[src/rtl/fifo_arb_pkg.sv]
// fifo_arb_pkg -- shared types and constants for the transmit FIFO arbiter.
//   arb_state_e : arbiter state (IDLE, GRANT0, GRANT1)
//   TAG_*       : two-bit word tags written above the payload in the FIFO
//   grant_state / grant_onehot : map a requester index to its state / grant vector
package fifo_arb_pkg;

    typedef enum logic [1:0] {
        IDLE   = 2'd0,
        GRANT0 = 2'd1,
        GRANT1 = 2'd2
    } arb_state_e;

    localparam logic [1:0] TAG_DATA = 2'b00;
    localparam logic [1:0] TAG_EOP  = 2'b01;
    localparam logic [1:0] TAG_EEP  = 2'b10;

    function automatic arb_state_e grant_state(input logic idx);
        return idx ? GRANT1 : GRANT0;
    endfunction

    function automatic logic [1:0] grant_onehot(input logic idx);
        return idx ? 2'b10 : 2'b01;
    endfunction

endpackage

[src/rtl/fifo_tx_arbiter_if.sv]
// fifo_tx_arbiter_if -- requester handshake plus FIFO write port of the arbiter.
//   req_valid/req_data/req_eop/req_ready : two requesters, requester n at [n*W +: W]
//   grant                                : one-hot current owner, 0 when idle
//   w_en/w_data/fill_level               : FIFO write strobe, {tag, payload}, occupancy
//   timeout_pulse                        : one-cycle pulse when a forced EEP is written
// Modports: slave = arbiter, master = requesters + FIFO (environment).
interface fifo_tx_arbiter_if #(
    parameter int G_DATA_WIDTH_BITS = 8,
    parameter int G_ADDR_WIDTH_BITS = 6
);
    logic [1:0]                     req_valid;
    logic [2*G_DATA_WIDTH_BITS-1:0] req_data;
    logic [1:0]                     req_eop;
    logic [1:0]                     req_ready;
    logic [1:0]                     grant;
    logic                           w_en;
    logic [G_DATA_WIDTH_BITS+1:0]   w_data;
    logic [G_ADDR_WIDTH_BITS:0]     fill_level;
    logic                           timeout_pulse;

    modport slave (
        input  req_valid, req_data, req_eop, fill_level,
        output req_ready, grant, w_en, w_data, timeout_pulse
    );

    modport master (
        output req_valid, req_data, req_eop, fill_level,
        input  req_ready, grant, w_en, w_data, timeout_pulse
    );
endinterface

[src/rtl/fifo_arb_watchdog.sv]
// fifo_arb_watchdog -- mid-packet stall counter for the transmit arbiter.
//   clk, rst   : clock, synchronous active-high reset
//   active_i   : a requester currently owns the FIFO
//   stall_i    : owner's req_valid is low this cycle
//   clear_i    : word accepted or packet closed this cycle
//   expired_o  : counter has reached G_TIMEOUT_CYCLES (held until cleared)
module fifo_arb_watchdog #(
    parameter int G_TIMEOUT_CYCLES = 255
) (
    input  logic clk,
    input  logic rst,
    input  logic active_i,
    input  logic stall_i,
    input  logic clear_i,
    output logic expired_o
);
    localparam int CW = (G_TIMEOUT_CYCLES < 1) ? 1 : $clog2(G_TIMEOUT_CYCLES + 1);

    logic [CW-1:0] cnt_q, cnt_d;

    assign expired_o = (cnt_q == CW'(G_TIMEOUT_CYCLES));

    // NOTE: every always_comb output gets a default first so no path can infer a latch.
    always_comb begin
        cnt_d = cnt_q;
        if (!active_i || clear_i) begin
            cnt_d = '0;
        end else if (stall_i && !expired_o) begin
            // Saturate at the limit; the arbiter closes the packet from there.
            cnt_d = cnt_q + 1'b1;
        end
    end

    // NOTE: sequential state uses non-blocking assignments only, so every flop samples pre-edge values.
    always_ff @(posedge clk) begin
        if (rst) begin
            cnt_q <= '0;
        end else begin
            cnt_q <= cnt_d;
        end
    end
endmodule

[src/rtl/fifo_tx_arbiter.sv]
// fifo_tx_arbiter -- packet-granular round-robin arbiter sharing one transmit
// FIFO between two requesters ahead of the link encoder.
//   clk, rst : clock, synchronous active-high reset
//   bus      : fifo_tx_arbiter_if.slave (requester handshake, FIFO write port,
//              fill level, grant, timeout pulse)
// Build option: define FIFO_ARB_TIMEOUT_EN to close a stalled packet with an
// EEP word after G_TIMEOUT_CYCLES idle cycles; otherwise the grant is held.
module fifo_tx_arbiter
    import fifo_arb_pkg::*;
#(
    parameter int G_DATA_WIDTH_BITS = 8,
    parameter int G_ADDR_WIDTH_BITS = 6,
    parameter int G_TIMEOUT_CYCLES  = 255
) (
    input  logic               clk,
    input  logic               rst,
    fifo_tx_arbiter_if.slave   bus
);
    localparam int W     = G_DATA_WIDTH_BITS;
    localparam int DEPTH = 2 ** G_ADDR_WIDTH_BITS;

    arb_state_e   state_q;
    logic         last_served_q;
    logic [1:0]   grant_q;

    logic         granted;
    logic         owner;
    logic         full;
    logic         valid_n;
    logic         eop_n;
    logic [W-1:0] data_n;
    logic         accept;
    logic         eep_write;
    logic         pkt_done;
    logic         expired;

    assign granted = (state_q != IDLE);
    assign owner   = (state_q == GRANT1);
    // fill_level is exact: w_en is combinational, so nothing is in flight.
    assign full    = (bus.fill_level == (G_ADDR_WIDTH_BITS + 1)'(DEPTH));
    assign valid_n = owner ? bus.req_valid[1] : bus.req_valid[0];
    assign eop_n   = owner ? bus.req_eop[1]   : bus.req_eop[0];
    assign data_n  = owner ? bus.req_data[2*W-1 -: W] : bus.req_data[W-1:0];

    // Write path: combinational so the FIFO and the requester see the same edge.
    always_comb begin
        bus.req_ready = 2'b00;
        bus.w_en      = 1'b0;
        bus.w_data    = '0;
        accept        = 1'b0;
        eep_write     = 1'b0;
        if (!rst && granted) begin
            if (expired) begin
                // Stalled packet: terminate it with EEP once there is room.
                if (!full) begin
                    bus.w_en   = 1'b1;
                    bus.w_data = {TAG_EEP, {W{1'b0}}};
                    eep_write  = 1'b1;
                end
            end else begin
                bus.req_ready = owner ? {!full, 1'b0} : {1'b0, !full};
                accept        = valid_n && !full;
                if (accept) begin
                    bus.w_en   = 1'b1;
                    bus.w_data = {eop_n ? TAG_EOP : TAG_DATA, data_n};
                end
            end
        end
    end

    assign pkt_done          = (accept && eop_n) || eep_write;
    assign bus.grant         = grant_q;
    assign bus.timeout_pulse = eep_write;

`ifdef FIFO_ARB_TIMEOUT_EN
    fifo_arb_watchdog #(
        .G_TIMEOUT_CYCLES (G_TIMEOUT_CYCLES)
    ) u_watchdog (
        .clk       (clk),
        .rst       (rst),
        .active_i  (granted),
        .stall_i   (!valid_n),
        .clear_i   (accept || eep_write),
        .expired_o (expired)
    );
`else
    assign expired = 1'b0;
`endif

    // Arbiter FSM; grant is registered alongside the state.
    always_ff @(posedge clk) begin
        if (rst) begin
            state_q       <= IDLE;
            last_served_q <= 1'b1;
            grant_q       <= 2'b00;
        end else begin
            case (state_q)
                IDLE: begin
                    if (&bus.req_valid) begin
                        // Both waiting: the one not served last goes first.
                        state_q <= grant_state(!last_served_q);
                        grant_q <= grant_onehot(!last_served_q);
                    end else if (bus.req_valid[0]) begin
                        state_q <= GRANT0;
                        grant_q <= 2'b01;
                    end else if (bus.req_valid[1]) begin
                        state_q <= GRANT1;
                        grant_q <= 2'b10;
                    end
                end
                default: begin
                    // Grant is held through valid gaps and full stalls until
                    // the packet is closed by EOP or a forced EEP.
                    if (pkt_done) begin
                        state_q       <= IDLE;
                        grant_q       <= 2'b00;
                        last_served_q <= owner;
                    end
                end
            endcase
        end
    end
endmodule

[src/flat_wrapper.sv]
// flat-port wrapper written by rule: the top's interface ports become plain ports
module fifo_tx_arbiter_flat import fifo_arb_pkg::*;
#(
    parameter int G_DATA_WIDTH_BITS = 8,
    parameter int G_ADDR_WIDTH_BITS = 6,
    parameter int G_TIMEOUT_CYCLES  = 255
)
  (clk, rst, bus_req_valid, bus_req_data, bus_req_eop, bus_fill_level, bus_req_ready, bus_grant, bus_w_en, bus_w_data, bus_timeout_pulse);
  fifo_tx_arbiter_if #(.G_DATA_WIDTH_BITS(G_DATA_WIDTH_BITS), .G_ADDR_WIDTH_BITS(G_ADDR_WIDTH_BITS)) bus_i ();
  input  logic clk;
  input  logic rst;
  input wire logic [$bits(bus_i.req_valid)-1:0] bus_req_valid;
  input wire logic [$bits(bus_i.req_data)-1:0] bus_req_data;
  input wire logic [$bits(bus_i.req_eop)-1:0] bus_req_eop;
  input wire logic [$bits(bus_i.fill_level)-1:0] bus_fill_level;
  output wire logic [$bits(bus_i.req_ready)-1:0] bus_req_ready;
  output wire logic [$bits(bus_i.grant)-1:0] bus_grant;
  output wire logic [$bits(bus_i.w_en)-1:0] bus_w_en;
  output wire logic [$bits(bus_i.w_data)-1:0] bus_w_data;
  output wire logic [$bits(bus_i.timeout_pulse)-1:0] bus_timeout_pulse;
  assign bus_i.req_valid = bus_req_valid;
  assign bus_i.req_data = bus_req_data;
  assign bus_i.req_eop = bus_req_eop;
  assign bus_i.fill_level = bus_fill_level;
  assign bus_req_ready = bus_i.req_ready;
  assign bus_grant = bus_i.grant;
  assign bus_w_en = bus_i.w_en;
  assign bus_w_data = bus_i.w_data;
  assign bus_timeout_pulse = bus_i.timeout_pulse;
  fifo_tx_arbiter #(.G_DATA_WIDTH_BITS(G_DATA_WIDTH_BITS), .G_ADDR_WIDTH_BITS(G_ADDR_WIDTH_BITS), .G_TIMEOUT_CYCLES(G_TIMEOUT_CYCLES)) u_core (.clk(clk), .rst(rst), .bus(bus_i));
endmodule
[config.mk]
export PLATFORM = sky130hd
export DESIGN_NAME = fifo_tx_arbiter_flat
export DESIGN_NICKNAME = d
export VERILOG_FILES = /design/src/rtl/fifo_arb_pkg.sv /design/src/rtl/fifo_tx_arbiter_if.sv /design/src/rtl/fifo_arb_watchdog.sv /design/src/rtl/fifo_tx_arbiter.sv /design/src/flat_wrapper.sv
export SDC_FILE = /design/constraint.sdc
export NUM_CORES = 1
export LEC_CHECK = 0
export BUFFER_PORTS_ARGS = -buffer_cell sky130_fd_sc_hd__buf_2
export CORE_AREA = 10 10 47 49
export DETAILED_ROUTE_END_ITERATION = 16
export DIE_AREA = 0 0 57 59
export GPL_TIMING_DRIVEN = 0
export PLACE_DENSITY = 0.81
export SLEW_MARGIN = 5
export SYNTH_ARGS = -nofsm -noshare
export SYNTH_HDL_FRONTEND = slang
export SYNTH_HIERARCHICAL = 1
export SYNTH_SLANG_ARGS = --single-unit
[constraint.sdc]
create_clock -name clk -period 1.4 [get_ports clk]
set_clock_uncertainty 0.1 [all_clocks]
set_input_delay 0.07 -clock clk [delete_from_list [all_inputs] [get_ports clk]]
set_output_delay 0.07 -clock clk [all_outputs]
set_load 0.05 [all_outputs]
## Word-level counts from Yosys, hierarchy flattened

Index checks and enable logic that the tools add are counted.

- Flip-flop bits (word level): 3
- Output and inout port bits: 16
- Logic and storage cells: 34

- Equal/unequal tests: 3
- Mux-type cells: 17
- Bitwise operators: 1
- Reduce and logical (&&, ||, !) cells: 11

Operators by type and width:

| cell | count |
|---|---|
| two-way mux 10 bit | 2 |
| two-way mux 2 bit | 8 |
| two-way mux 8 bit | 1 |
| == test 7 bit, second input constant | 1 |
| two-way mux 1 bit | 6 |
| AND reduction 2 bit | 3 |
| != test 4 x 3 -> 1 bit, second input constant | 1 |
| nonzero test 2 bit | 2 |
| logical AND 1 bit | 3 |
| == test 2 bit, second input constant | 1 |
| zero test 1 bit | 2 |
| zero test 2 bit | 1 |
| NOT 1 bit | 1 |

## Longest topological paths before layout

- Word-level depth: 7
- Mapped depth: 5

## Worst setup path before layout

Ideal clock, no wire load.

- Kind: register to output
- Start: register, netlist name u_core/bus.grant[1]
- End: output port bus_w_data[0]
- Arrival: 1998 ps
- Slack: -768 ps
- Stages on the path, launching flop included: 6
- Path through: dfxtp_1 -> nand2_1 -> o21ai_2 -> nand2_2 -> buf_2 -> a21oi_1

RTL lines:

| item | line | source |
|---|---|---|
| end, declared | flat_wrapper.sv:19 | `output wire logic [$bits(bus_i.w_data)-1:0] bus_w_data;` |

==> results summary <==
The total clock buffers created by CTS is 3. The pin count of the biggest net entering global routing is 10. The tree is rooted in a clkbuf_4.

The netlist area before placement is 377.9 um2. The maximum net fanout on the critical path came out at 7. The clock latency reported for the late side of the worst-skew pair is 0.23 ns.

The clock input transition at the sequential cells of the worst setup and hold paths came out at 0.04 ns. The post-route DRC violation count came out at 0. The area used by multi-input combinational logic is 424.2 um2. The depth of the worst register-to-register path came out at 6.

The required time reported for the critical path endpoint came out at 1.23 ns. The maximum root-to-sink buffer count is 2. The first global-routing pass estimated 3443 um of wire.

The number of flops mapped to enable cells by yosys is 0. The aggregate global-route resource usage is 12.45%. The utilization after layout is 71.70%. The highest metal layer used by the detailed router is met4. The number of instances on the worst hold path is 4.

45 I/O pins were placed. The proportion of synthesized flip-flops having asynchronous set or reset is 0%. The final global-route overflow total is 0. In this run the mean area of a mapped cell was 6.095 um2. The tightest min-delay check is of the in -> reg type. Setup repair after global routing could not meet its margin everywhere. Overall power consumption after layout is estimated at 0.6112 mW. Registers take 67.56 um2.

The dominant delay contributor by cell family on the critical path is flip-flops. The number of routed nets with antenna violations came out at 0. The leakage power came out at 0.4887 nW.

The number of buffers and inverters on the critical path came out at 2. The worst setup path is captured at an output pin. The placed cell count is 121. The placed standard-cell area came out at 739.5 um2. The TritonCTS clock tree is built. The wire length on met1 came out at 819 um. The number of slew-limit violations in the final report is 0. The HPWL after detailed placement is 1393 um.

The H-tree depth reported by CTS is 1. The number of antenna cells inserted is 0. The flow ran to the end, but the final reports show violations. The routability-driven placement congestion ratio came out at 0.7735.

Ranked by instance count, the synthesized netlist is headed by nand2_1 (22), a21oi_1 (10), buf_2 (3), dfxtp_1 (3), inv_1 (3). The setup path with the least slack is of type reg -> out. Dividing the detail-routed via count by the number of cells gives 5.000. The power density over the cells is 608.3 nW/um2.

The die is 57 um wide. The number of different library cells used by synthesis comes to 23. The max capacitance violation total is 0. The critical path startpoint category is a register. Sorting the synthesized cells by area gives the leading types as nand2_1 (22%), dfxtp_1 (16%), a21oi_1 (13%). The placeable core region came out at 1401 um2. The post-route netlist has 67.23% of its cells at a drive strength greater than 1.

The highest cell delay on the worst timing path came out at 0.38 ns. The initial antenna violation count came out at 0. The vertical extent of the die is 59 um. The final reports fail on setup timing.

On the final layout, the worst hold slack is 0.08530 ns. The dominant cell type by area after synthesis is nand2_1. The critical path depth in cells is 5. For this configuration, the core starts out at a cell density of 26.96%.

STA puts the critical path data arrival time at 1.39 ns. The number of hold-slack violations in the final timing report came out at 0. The critical path goes through o21ai_4 > nand2_4 > buf_16 > a21oi_4 > buf_8. The die covers 3363 um2. Setup total negative slack on the finished layout was measured at -1.388 ns. The met3 wire length came out at 141 um.

The count of buffers added on input and output ports is 42. The yosys synthesis warning count came out at 6. The most frequently used flop master after synthesis is dfxtp_1.

The final instance area came out at 1005 um2. The highest attainable clock frequency is 0.6419 GHz. The non-filler instance count after layout came out at 135. Across all setup checks in the final design, the least slack found is -0.1579 ns. The aggregate routed wire length is 2297 um. Among all cell types in the netlist, the one instantiated most often is nand2_1. Row generation in the floorplan step produced 14 rows.

The number of global-route vias before repair came out at 793. After synthesis, flip-flops and latches occupy 15.89% of the total area. In the synthesized netlist, the number of instances is 62. In the final routed layout, each cell accounts on average for 17.01 um. Before antenna repair, the detailed router went through 4 iterations. The number of fill cells is 102. The number of setup violations in the final report is 10. The area growth from synthesis to layout is 165.9%. The top-area cell type share of the netlist area is 21.85%. Counting I/O delays and the setup requirement, the final critical path takes 1.558 ns. The slowest stage of the critical path is the dfxtp_4 cell. The number of sinks driven by the clock tree came out at 3.

In the finished design, the share of the clock period the worst path needs comes to 111.3%. The number of design-rule violations left by the first detailed-router iteration is 7. For this block, the via count after detailed routing is 675. The worst-case setup slack after placement is -0.07566 ns. IR analysis of the VDD net gives a maximum drop of 0.0004060 V. The post-layout net count is 149. The number of flip-flops and latches in the synthesized netlist came out at 3. The met2 wirelength from detailed routing is 1306 um.
==> state kept, by name (all words and copies together) (netlist names) <==
register	flops
u_core/last_served_q	1
u_core/bus.grant	2
==> area by class of cell <==
class	instances	share of cell area (%)
multi-input cells	51	42.22
repair buffers	52	39.23
flip-flops and latches	3	6.725
plain buffers	5	5.729
clock buffers	4	2.615
well taps	16	1.993
inverters	4	1.494
==> worst paths after layout <==
path                        startpoint                   end  slack [ns]
setup reg to reg   u_core/bus.grant[0]   u_core/bus.grant[0]        0.05
setup / recovery   u_core/bus.grant[0]         bus_w_data[8]       -0.16
hold / removal       bus_fill_level[5]   u_core/bus.grant[1]        0.09
hold reg to reg   u_core/last_served_q  u_core/last_served_q        0.43
==> logic make-up (layout without fill, tap and decap cells) <==
family / after synthesis / count (layout) / share of synthesized area (%)
buffers and inverters: 9 / 65 / 11.92
and+or+nand+nor: 30 / 30 / 38.74
AOI/OAI and AO/OA: 19 / 19 / 32.46
other: 1 / 2 / 0.9924
DFF: 3 / 3 / 15.89
==> power by group <==
part | switching (mW) | internal [mW] | leakage (nW) | total (mW)
clock network | 0.0465 | 0.107 | 0.0150 | 0.153
registers | 0.0149 | 0.0922 | 0.0260 | 0.107
logic | 0.203 | 0.148 | 0.448 | 0.351
==> worst reg2reg max path, delay by kind of cell (launching register included) <==
kind	cells	cell delay [ns]
flops	1	0.38
buf+inv	2	0.17
compound gates	2	0.37
simple gates	2	0.21
==> repair_timing <==
| item | CTS | global route |
|---|---|---|
| setup endpoints to repair | 11 | 13 |
| pin swaps | 1 | 2 |
| gates cloned | 2 | 1 |
| endpoints found under the hold margin | 2 | 0 |
| setup buffers | 4 | 0 |
| hold buffers | 3 | 0 |
| resized for setup | 33 | 9 |
==> per-layer routing <==
metal  global-route usage (%)  vias to the layer above
li1                         -                      322
met1                    12.47                      315
met2                    24.03                       34
met3                    3.648                        4
met4                    3.691                        0
met5                        0                        -
==> layout by cell type, fill, tap and decap left out <==
cell type / instances
a211oi_1: 1
a21boi_1: 1
a21oi_1: 1
a21oi_2: 1
a21oi_4: 9
a311oi_1: 2
a31o_2: 1
a31oi_1: 1
and2_1: 1
and2_2: 1
buf_12: 1
buf_16: 1
buf_2: 32
buf_4: 7
buf_6: 9
buf_8: 4
clkbuf_1: 1
clkbuf_4: 3
conb_1: 2
dfxtp_1: 1
dfxtp_4: 2
dlygate4sd3_1: 3
inv_1: 3
inv_2: 1
nand2_1: 19
nand2_2: 1
nand2_4: 3
nand2b_4: 1
nor2_1: 1
nor2b_4: 1
nor3_1: 1
nor4b_4: 1
o211ai_1: 1
o21ai_4: 1
(Power assumes the default switching activity.)
